**src/rtl/fetch_stage.sv**
```systemverilog
// fetch_stage: single-cycle instruction fetch with IF/ID register, branch/jump redirect and squash bubble
// Ports: clk/reset_n (sync active-low); stall holds everything; branch_valid/branch/branch_target and
// jump/jump_target request a redirect from decode; imem_addr/imem_rdata talk to an async-read memory;
// ifid_instr/ifid_pc/ifid_pc4/ifid_valid form the IF/ID register; flush marks a squashed bubble,
// misalign pulses for a target with nonzero low bits, squash_cnt saturates at 16'hFFFF.
module fetch_stage #(
  parameter logic [31:0] RESET_PC  = 32'h0000_0000,
  parameter logic [31:0] NOP_INSTR = 32'h0000_0000
) (
  input  logic        clk,
  input  logic        reset_n,
  input  logic        stall,
  input  logic        branch_valid,
  input  logic        branch,
  input  logic [31:0] branch_target,
  input  logic        jump,
  input  logic [31:0] jump_target,
  output logic [31:0] imem_addr,
  input  logic [31:0] imem_rdata,
  output logic [31:0] ifid_instr,
  output logic [31:0] ifid_pc,
  output logic [31:0] ifid_pc4,
  output logic        ifid_valid,
  output logic        flush,
  output logic        misalign,
  output logic [15:0] squash_cnt
);
  localparam logic [0:0] FETCH  = 1'b0;
  localparam logic [0:0] SQUASH = 1'b1;
  logic [0:0]  state;
  logic [31:0] pc, pc4, target;
  logic        redirect;
  assign imem_addr = pc;
  always_comb begin
    pc4      = pc + 32'd4;
    target   = jump ? jump_target : branch_target;
    // a bubble in decode (squash or post-reset) carries no branch/jump to act on
    redirect = !stall && ifid_valid && state == FETCH && (jump || (branch_valid && branch));
  end
  always_ff @(posedge clk) begin
    if (!reset_n) begin
      pc         <= RESET_PC;
      ifid_instr <= NOP_INSTR;
      ifid_pc    <= 32'd0;
      ifid_pc4   <= 32'd0;
      ifid_valid <= 1'b0;
      flush      <= 1'b0;
      misalign   <= 1'b0;
      squash_cnt <= 16'd0;
      state      <= FETCH;
    end else if (stall) begin
      flush    <= 1'b0;
      misalign <= 1'b0;
    end else if (redirect) begin
      pc         <= {target[31:2], 2'b00};
      ifid_instr <= NOP_INSTR;
      ifid_valid <= 1'b0;
      flush      <= 1'b1;
      misalign   <= |target[1:0];
      squash_cnt <= squash_cnt + {15'd0, squash_cnt != 16'hFFFF};
      state      <= SQUASH;
    end else begin
      pc         <= pc4;
      ifid_instr <= imem_rdata;
      ifid_pc    <= pc;
      ifid_pc4   <= pc4;
      ifid_valid <= 1'b1;
      flush      <= 1'b0;
      misalign   <= 1'b0;
      state      <= FETCH;
    end
  end
endmodule

```
**config.mk**
```make
export PLATFORM = sky130hd
export DESIGN_NAME = fetch_stage
export DESIGN_NICKNAME = d
export VERILOG_FILES = /design/src/rtl/fetch_stage.sv
export SDC_FILE = /design/constraint.sdc
export NUM_CORES = 1
export LEC_CHECK = 0
export CAP_MARGIN = 30
export CORE_MARGIN = 2
export CORE_UTILIZATION = 45
export DETAILED_ROUTE_END_ITERATION = 16
export PLACE_DENSITY = 0.78
export SLEW_MARGIN = 5
export SYNTH_ARGS = -nofsm -noshare
export SYNTH_HDL_FRONTEND = slang
export SYNTH_SLANG_ARGS = --single-unit
```
**constraint.sdc**
```tcl
create_clock -name clk -period 2.9 [get_ports clk]
set_input_delay 0.725 -clock clk [delete_from_list [all_inputs] [get_ports clk]]
set_output_delay 0.725 -clock clk [all_outputs]
set_load 0.01 [all_outputs]
```
==> results.md <==
Clock network:
- The clock network latency to the later pin of the worst-skew pair is 0.42 ns.
- The TritonCTS clock tree is done.
- Clock tree synthesis found a total of 142 sinks.
- The clock passes through at most 2 buffers.
- The CTS buffer count is 17.
- The hold buffer count at CTS is 0.
- The clock tree synthesis step divided the H-tree into 4 levels.
- Clock-pin slew was measured on the worst setup and hold paths at ~0.06 ns.
- The root buffer cell chosen for the clock tree is sky130_fd_sc_hd__clkbuf_16.
- The number of instances resized during post-cts repair is 0.
- The number of setup buffers added after CTS is 0.

Power and ir drop:
- The worst-case IR drop observed on VDD is 478.2 µV.
- The leakage power figure is approximately 3.5 nW.
- The cell area power density is 537.9 mW/mm².

Global routing:
- The first global-routing pass estimated 34.13 mm of wire.
- The via count of the first global-routing pass was 6523.
- The number of antenna violations at the first check in global routing came to 0.
- Entering global routing, the biggest net connects 73 pins.
- The global-route total usage across every layer is 0.2701.
- The residual overflow from global routing is 0.

Synth:
- The number of enable flip-flop cells after synthesis is 0.
- The library cell occupying the most area in the post-synthesis netlist is sky130_fd_sc_hd__dfxtp_1.
- Dividing the synthesized area by the synthesized cell count gives 7.886 µm².
- The primary flip-flop cell chosen by synthesis mapping is sky130_fd_sc_hd__dfxtp_1.
- After synthesis, the cell types taking the most area are sky130_fd_sc_hd__dfxtp_1 43%, sky130_fd_sc_hd__a21oi_1 8.5%, sky130_fd_sc_hd__nand2_1 8.0%.
- The sequential-to-total area share from yosys stat is 0.4317.
- The count of synthesis-stage warnings from yosys is 0.
- The count of state elements after synthesis is ~140.
- The share of synthesized area in the top cell type comes to 0.4317.
- The cell count after synthesis came out at 835.
- Yosys mapped the design onto 53 distinct sky130hd cell types.
- Summing every instance area after synthesis gives 0.006585 mm².
- For this run, asynchronously set or reset flops after synthesis account for 0.

Placed design:
- Once detailed placement completed, the half-perimeter wirelength came to 15.16 mm.
- The final weighted congestion in routability-driven placement is 0.8626.
- In this run the tool buffered the top-level ports with between 200 and 250 buffer cells.
- The post-placement setup slack is about 0.15 ns.

STA:
- The worst slew slack as a fraction of its limit is 0.5269.
- The clock tree skew after final layout is 0.006209 ns.
- The number of failing hold endpoints at the final stage is 0.
- The total count of max-transition violations in the final report is 0.
- The achievable frequency is 0.4088 GHz.
- The ratio of final minimum period to clock period is 0.8436.
- The setup slack of the critical path after layout is roughly 0.45 ns.
- Summed over all failing endpoints, the final setup total negative slack is 0 ns.
- The final-report setup violation count is 0.
- The time the worst path needs with I/O delays and setup is 2.446 ns.
- At the pin with the least slew margin, the transition time is ~0.70 ns.
- Setup repair after global routing left no endpoint under its margin.

Floorplanning:
- The number of top-level pins is 249.
- The core region is 0.01442 mm².
- The die covers 0.01562 mm².
- The floorplan step set the die height to 125.0 µm.
- The starting density of the core is 0.4565.
- The die outline width is 125.0 µm.
- The number of core rows is 44.

Layout:
- 0 antenna diodes ended up in the layout.
- The final net count is 1159.
- Of the cells placed in the final design, the portion with a size suffix greater than 1 is 0.07873.
- The layout filler cell count is between 1000 and 1500.
- The relative area change from synthesis to final layout is 49.63%.

Routing:
- The first routing iteration left 500 violations.
- After detailed routing, the number of vias per cell comes to between 5 and 6.
- After detailed routing, the number of remaining DRC violations is 0.
- Once detail routing completed, the nets flagged for antenna violations numbered 0.
- The per-cell routed wire length is around 17 µm.
- Before antenna repair, the detailed router went through 7 iterations.
- The via total after detailed routing is 6894.
- The aggregate routed wire length is 21.42 mm.

Setup path:
- The cell with the biggest individual delay on the critical path is sky130_fd_sc_hd__dfxtp_1.
- The signal on the critical path passes through clkdlybuf4s50_1.
- For this run, the slowest stage of the critical path takes 0.66 ns.
- The buffering stage count on the worst path with inverters included is 1.
- The category of the worst setup path launch point is a flip-flop.
- The critical path endpoint category is a primary output.
- In this run the worst path has a maximum fanout of 12.
- The startpoint-to-endpoint class of the critical path is reg2out.
- The data required time of the worst path is 2.17 ns.
- The category of cells accounting for the largest share of critical-path delay is flip-flops.
- The data arrival time of the critical path is 1.72 ns.

Worst hold path:
- The classification of the worst-slack hold path is reg2reg.

Flow run:
- Across the run, the number of max-cap violations was 0.

Outcome:
- The flow ran to the end, and the final reports show no timing, DRC or antenna violations.
## cell families (layout without fill, tap and decap cells)
| family | Yosys count | in the layout | share of synthesized area |
|---|---|---|---|
| and+or+nand+nor | 332 | 332 | 0.2383 |
| AOI/OAI and AO/OA | 200 | 200 | 0.1670 |
| DFF | 142 | 142 | 0.4317 |
| buffers and inverters | 87 | 314 | 0.05643 |
| xor gates and xnor gates | 38 | 38 | 0.05054 |
| muxes | 32 | 32 | 0.04978 |
| adders and majority gates | 3 | 3 | 0.005701 |
| other | 1 | 6 | 0.0005695 |
## metal layers
metal  routed length (µm)  vias up  share of wire  global-route usage
li1                     -     3352              -                   -
met2                10050      287           0.47              0.4287
met3                 1811       37          0.085             0.08216
met5                    0        -              0                   0
met1                 9017     3218           0.42              0.3448
met4                  542        0          0.025              0.1085
## placed cells by master, fill, tap and decap left out, types with 7 or more instances in the layout
| cell | instances |
|---|---|
| sky130_fd_sc_hd__nand2_1 | 139 |
| sky130_fd_sc_hd__buf_4 | 28 |
| sky130_fd_sc_hd__a31oi_1 | 9 |
| sky130_fd_sc_hd__clkbuf_16 | 17 |
| sky130_fd_sc_hd__nor2_1 | 48 |
| sky130_fd_sc_hd__mux2i_1 | 26 |
| sky130_fd_sc_hd__nor3_1 | 19 |
| sky130_fd_sc_hd__nand4_1 | 19 |
| sky130_fd_sc_hd__xor2_1 | 22 |
| sky130_fd_sc_hd__and3_1 | 9 |
| sky130_fd_sc_hd__clkdlybuf4s50_1 | 239 |
| sky130_fd_sc_hd__a21oi_1 | 111 |
| sky130_fd_sc_hd__o21ai_0 | 43 |
| sky130_fd_sc_hd__or4_1 | 7 |
| sky130_fd_sc_hd__o211ai_1 | 7 |
| sky130_fd_sc_hd__nand3_1 | 58 |
| sky130_fd_sc_hd__xnor2_1 | 16 |
| sky130_fd_sc_hd__dfxtp_1 | 142 |
## worst paths after layout
| path | from | end | slack (ns) | cells after the start |
|---|---|---|---|---|
| hold reg to reg | ifid_pc[29]$_SDFFE_PN0P_ | ifid_pc[29]$_SDFFE_PN0P_ | 0.46 | 2 |
| setup reg to reg | imem_addr[2]$_SDFFE_PN0N_ | imem_addr[20]$_SDFFE_PN0N_ | 0.46 | 6 |
| hold / removal | ifid_pc[29]$_SDFFE_PN0P_ | ifid_pc[29]$_SDFFE_PN0P_ | 0.46 | 2 |
| setup / recovery | imem_addr[16]$_SDFFE_PN0N_ | imem_addr[16] | 0.45 | 1 |
## tightest hold or removal path, delay by kind of cell, from the launching register on
kind	cells	cell delay, ns
compound gates	1	0.05
flops	1	0.31
simple gates	1	0.05
## where the power goes
part	switching (mW)	internal [mW]	leakage, nW
registers	0.0795	2.04	1.16
logic	0.385	0.408	2.03
clock network	0.834	1.55	0.314
## metrics by stage
stage	cells	instance area (µm²)	utilization	total power [mW]	hold slack (ns)
2_1_floorplan	840	6604	-	2.508	0.4536
3_3_place_gp	1218	9196	0.6376	2.943	0.4412
3_5_place_dp	1218	9196	0.6376	2.956	0.4470
4_1_cts	1250	9848	0.6828	5.336	0.4551
5_1_grt	1251	9853	0.6831	5.497	0.4737
6_report	1251	9853	0.6831	5.300	0.4550
## flip-flops by register name, indices dropped and copies added (netlist names)
| register | cells |
|---|---|
| ifid_instr | 32 |
| ifid_pc4 | 30 |
| ifid_pc | 30 |
| imem_addr | 30 |
| squash_cnt | 16 |
| flush | 1 |
| ifid_valid | 1 |
| misalign | 1 |
| state | 1 |
## layout make-up
cell class	instances	area (µm²)	share of cell area
clock inverters	10	157.7	0.01600
repair buffers	274	2683	0.2723
well taps	184	230.2	0.02337
clock buffers	22	494.2	0.05016
multi-input cells	611	3415	0.3465
inverters	8	31.28	0.003175
flip-flops and latches	142	2843	0.2885
## cells in the mapped netlist (all sizes together) (16+ instances only)
cell	instances
dfxtp	142
nand2	140
a21oi	112
nand3	59
clkbuf	56
nor2	48
o21ai	45
mux2i	26
buf	23
xor2	22
nand4	20
nor3	19
xnor2	16
No activity file was read; power rests on OpenSTA's default activity.
